## src/rtl/ex_flag_unit.sv

```systemverilog
// ex_flag_unit: execute-stage flag register, EX/MEM result register and
// branch condition evaluation with optional same-cycle flag bypass.
module ex_flag_unit #(
  parameter int unsigned WIDTH       = 16,
  parameter bit          FLAG_BYPASS = 1'b1
) (
  input  logic             clk,
  input  logic             rst,
  input  logic [WIDTH-1:0] alu_out,
  input  logic [2:0]       alu_flag,
  input  logic [2:0]       alu_op,
  input  logic             ex_valid,
  input  logic             stall,
  input  logic             flush,
  input  logic             br_en,
  input  logic [2:0]       br_cond,
  output logic [2:0]       flag_q,
  output logic [WIDTH-1:0] mem_alu_out,
  output logic             mem_valid,
  output logic             br_taken
);

  localparam int unsigned FLAG_W = 3;

  // Flag bit positions within {N,Z,V}
  localparam int unsigned FN = 2;
  localparam int unsigned FZ = 1;
  localparam int unsigned FV = 0;

  localparam logic [2:0] OP_ADD    = 3'b000;
  localparam logic [2:0] OP_SUB    = 3'b001;
  localparam logic [2:0] OP_RED    = 3'b010;
  localparam logic [2:0] OP_XOR    = 3'b011;
  localparam logic [2:0] OP_SLL    = 3'b100;
  localparam logic [2:0] OP_SRA    = 3'b101;
  localparam logic [2:0] OP_ROR    = 3'b110;
  localparam logic [2:0] OP_PADDSB = 3'b111;

  localparam logic [2:0] BC_NE = 3'b000;
  localparam logic [2:0] BC_EQ = 3'b001;
  localparam logic [2:0] BC_GT = 3'b010;
  localparam logic [2:0] BC_LT = 3'b011;
  localparam logic [2:0] BC_GE = 3'b100;
  localparam logic [2:0] BC_LE = 3'b101;
  localparam logic [2:0] BC_OV = 3'b110;
  localparam logic [2:0] BC_AL = 3'b111;

  logic [FLAG_W-1:0] r_flag;
  logic [WIDTH-1:0]  r_mem_alu_out;
  logic              r_mem_valid;

  logic              w_commit;
  logic [FLAG_W-1:0] w_flag_nxt;
  logic [FLAG_W-1:0] w_eff_flag;
  logic              w_cond;

  assign w_commit = ex_valid & ~stall & ~flush;

  // Next flag value: per-opcode update on commit, otherwise hold
  always_comb begin
    w_flag_nxt = r_flag;
    if (w_commit) begin
      case (alu_op)
        OP_ADD, OP_SUB: w_flag_nxt = alu_flag;
        OP_XOR, OP_SLL, OP_SRA, OP_ROR: w_flag_nxt[FZ] = (alu_out == '0);
        OP_RED, OP_PADDSB: w_flag_nxt = r_flag;
        default: w_flag_nxt = r_flag;
      endcase
    end
  end

  // Architectural flag register
  always_ff @(posedge clk or posedge rst) begin
    if (rst) begin
      r_flag <= '0;
    end else begin
      r_flag <= w_flag_nxt;
    end
  end

  // EX/MEM pipeline register; flush kills valid, result is simply held
  always_ff @(posedge clk or posedge rst) begin
    if (rst) begin
      r_mem_alu_out <= '0;
      r_mem_valid   <= 1'b0;
    end else if (flush) begin
      r_mem_valid   <= 1'b0;
    end else if (!stall) begin
      r_mem_alu_out <= alu_out;
      r_mem_valid   <= ex_valid;
    end
  end

  // Branch sees either the flags being written this cycle or the stored ones
  assign w_eff_flag = FLAG_BYPASS ? w_flag_nxt : r_flag;

  // Branch condition decode against the effective flags
  always_comb begin
    w_cond = 1'b0;
    case (br_cond)
      BC_NE:   w_cond = ~w_eff_flag[FZ];
      BC_EQ:   w_cond =  w_eff_flag[FZ];
      BC_GT:   w_cond = ~w_eff_flag[FZ] & ~w_eff_flag[FN];
      BC_LT:   w_cond =  w_eff_flag[FN];
      BC_GE:   w_cond =  w_eff_flag[FZ] | ~w_eff_flag[FN];
      BC_LE:   w_cond =  w_eff_flag[FN] |  w_eff_flag[FZ];
      BC_OV:   w_cond =  w_eff_flag[FV];
      BC_AL:   w_cond = 1'b1;
      default: w_cond = 1'b0;
    endcase
  end

  assign br_taken    = br_en & ~stall & w_cond;
  assign flag_q      = r_flag;
  assign mem_alu_out = r_mem_alu_out;
  assign mem_valid   = r_mem_valid;

endmodule
```

## config.mk

```make
export PLATFORM = sky130hd
export DESIGN_NAME = ex_flag_unit
export DESIGN_NICKNAME = d
export VERILOG_FILES = /design/src/rtl/ex_flag_unit.sv
export SDC_FILE = /design/constraint.sdc
export NUM_CORES = 1
export LEC_CHECK = 0
export ABC_AREA = 1
export CAP_MARGIN = 20
export CORE_MARGIN = 2
export CORE_UTILIZATION = 39
export CTS_CLUSTER_DIAMETER = 80
export DETAILED_ROUTE_END_ITERATION = 12
export PLACE_DENSITY = 0.79
export SLEW_MARGIN = 20
export SYNTH_ARGS = -nofsm -noshare
export SYNTH_HDL_FRONTEND = slang
export SYNTH_SLANG_ARGS = --single-unit
```

## constraint.sdc

```tcl
create_clock -name clk -period 2.4 [get_ports clk]
set_clock_uncertainty 0.15 [all_clocks]
set_input_delay 0.72 -clock clk [delete_from_list [all_inputs] [get_ports clk]]
set_output_delay 0.72 -clock clk [all_outputs]
set_load 0.02 [all_outputs]
```

==> results.json <==
{
  "run_status": "finished with violations",
  "failed_checks": "negative setup slack",
  "vias_per_cell": 4.82,
  "peakVddDrop_mv": 0.373,
  "fmax_mhz": 376,
  "crit_start": "alu_op[0]",
  "drtIter0Drc": 15,
  "wl_per_cell_um": 12.9,
  "initial_core_util_pct": 41.4,
  "finalWirelength_mm": 2.74,
  "final_nets": 214,
  "postSynthCellCount": 116,
  "root_buffer": "clkbuf_4",
  "die_area_sq_mm": 0.00306,
  "worst_path_max_delay_cell": "buf_6",
  "r2r_setup_slack_ns": 1.21,
  "end_kind": "output pin",
  "setup_ws_ns": -0.260,
  "synth_cell_types": 16,
  "io_pins": 52,
  "antenna_cells": 0,
  "hold_start": "mem_alu_out[3]$_DFFE_PP0P_",
  "worstRegToRegCells": 7,
  "grt_max_degree": 13,
  "num_rows": 18,
  "min_to": "mem_alu_out[3]$_DFFE_PP0P_",
  "regArea_sq_um": 500,
  "grtUsageMet1_pct": 21.0,
  "place.port_buffers": 51,
  "placedCellCount": 207,
  "avgSynthCellArea_sq_um": 8.84,
  "htreeDepth": 1,
  "gp_congestion": 0.775,
  "worstPathArrival_ns": 1.79,
  "die_y_um": 55.3,
  "cts_buffers": 3,
  "setup_viol": 1,
  "powerDensity_mw_per_mm2": 615,
  "fin_crit_ns": 2.66,
  "ant_nets": 0,
  "synth_top_area_share_pct": 48.8,
  "r2r_start": "flag_q[1]$_DFF_PP0_",
  "core_sq_mm": 0.00248,
  "nFillCells": 203,
  "r2r_end": "flag_q[1]$_DFF_PP0_",
  "grt_use_met2_pct": 37.4,
  "yosysSeqAreaShare_pct": 48.8,
  "antenna_found_initial": 0,
  "rsz0062_at_grt": "yes",
  "clock_sinks": 20,
  "drc_errors": 0,
  "die_x_um": 55.3,
  "grt_pass1_vias": 1072,
  "grt-ovfl-total": 0,
  "cts_buffer_depth": 2,
  "syn2layout_area_growth_pct": 71.0,
  "multi_input_area_sq_um": 532,
  "maxCapViolCount": 0,
  "fin_area_sq_mm": 0.00175,
  "ys_warn_count": 0,
  "max_slew.worst_pin.slew_ns": 0.423,
  "busiest_layer": "met2",
  "holdWs_ns": 0.369,
  "setup-tns-final_ns": -0.260,
  "worstPathMaxFanout": 3,
  "postPlaceCellArea_sq_mm": 0.00167,
  "synth_edf_count": 0,
  "synth.net_count": 147,
  "grt_first_pass_wirelength_mm": 4.76,
  "async_reset_ff_share_pct": 100,
  "groute.layer.met3.usage_pct": 1.87,
  "num_vias": 1021,
  "crit_path_max_incr_delay_ns": 0.13,
  "path_clk_slew_ns": 0.11,
  "critPathKind": "input port to output pin",
  "crit_required_ns": 1.53,
  "fin_crit_sh_pct": 111,
  "synth_area_leader_cell": "dfrtp_1",
  "power_leakage_nw": 0.834,
  "syn_area_sq_mm": 0.00103,
  "relSlewSlack_pct": 71.8,
  "hpwl_mm": 2.14,
  "cts_tree": "yes",
  "yosys-top-cells-area": "dfrtp_1 49%, mux2_2 18%, nand2_1 9.1%",
  "critPathLaunchType": "input port",
  "ys_ff_latch": 20,
  "hold_path_class": "flip-flop to flip-flop",
  "cp_cell_sequence": "buf_2, inv_2, nor2_2, nand2_1, nand2_1, nand3_2, nand2_2, nand3_2, nand2_2, clkinv_2, nor2_4, nor2_2, buf_6",
  "grt_usage_pct": 19.2,
  "stdcell_count": 212,
  "hold_viol_final": 0,
  "hold_depth": 1,
  "synth_commonest_cells": "25 x nand2_1, 20 x dfrtp_1, 20 x nor2_1",
  "synth_flop_cell": "dfrtp_1",
  "clock_latency_ns": 0.30,
  "postCtsHoldBufs": 0,
  "final_layout_size_suffix_gt1_share_pct": 44.5,
  "drt-pass1-iter-count": 2,
  "slew_viol_final": 0,
  "yosysMostFrequentCell": "nand2_1"
}
-- metal layers --
metal | up-vias | share of wire, %
met3 | 4 | 4.6
met4 | 0 | 1.3
met1 | 493 | 37
li1 | 496 | -
met5 | - | 0
met2 | 28 | 57
-- through the flow --
step                      power [mW]  setup WS (ns)  util, %
final                           1.08         -0.260     70.8
after global routing            1.14         -0.376     70.8
after CTS                       1.09         -0.249     70.9
after detailed placement       0.802          -1.12     67.3
after global placement         0.791          -1.10     67.3
after floorplan                0.588         -0.136        -
-- state kept, by name, summed over array words and instances, names as in the netlist --
signal       cells
mem_valid        1
mem_alu_out     16
flag_q           3
-- layout by cell type, fill, tap and decap left out, drive strengths merged --
master / netlist / final
a21oi: 1 / 1
clkdlybuf4s50: 0 / 23
clkinv: 1 / 1
inv: 14 / 14
dlygate4sd2: 0 / 3
dfrtp: 20 / 20
clkbuf: 0 / 5
nand2: 26 / 26
clkdlybuf4s15: 0 / 1
bufinv: 0 / 1
nor3: 2 / 2
o21ai: 2 / 2
nor2: 23 / 23
nand3: 8 / 8
and2: 2 / 2
mux2: 16 / 16
buf: 1 / 34
-- area by class of cell --
class	count	area share (%)
clock buffer	3	1.28
clock inverter	1	1.71
inverter	15	3.28
multi-input combinational	80	30.3
sequential	20	28.5
tap	30	2.14
timing repair buffer	63	32.7
-- critical path: cells and delay by family --
family | cells | cell delay (ns)
simple gates | 9 | 0.74
buf+inv | 4 | 0.33
-- logic make-up after synthesis --
group	count (synthesis)	share of synthesized area (%)
buf+inv	16	5.97
simple gates	61	26.2
mux	16	17.6
flops	20	48.8
compound gates	3	1.46
-- report_power, final --
| part | internal (mW) | switching, mW | total [mW] |
|---|---|---|---|
| combinational | 0.209 | 0.182 | 0.391 |
| sequential | 0.387 | 0.0257 | 0.413 |
| clock | 0.169 | 0.107 | 0.276 |
-- repair_timing --
action                     CTS  global route
setup endpoints to repair    1             1
gates resized for setup    132             6
setup buffers                1             0
gates cloned                 0             0
pin swaps                   27             6
-- worst max path at each step --
| stage | end | slack [ns] | cells past startpoint |
|---|---|---|---|
| floorplan | br_taken | -0.14 | 10 |
| global placement | br_taken | -1.10 | 12 |
| detailed placement | br_taken | -1.12 | 12 |
| CTS | br_taken | -0.25 | 12 |
| global route | br_taken | -0.38 | 10 |
| finish | br_taken | -0.26 | 13 |
(Power assumes the default switching activity.)
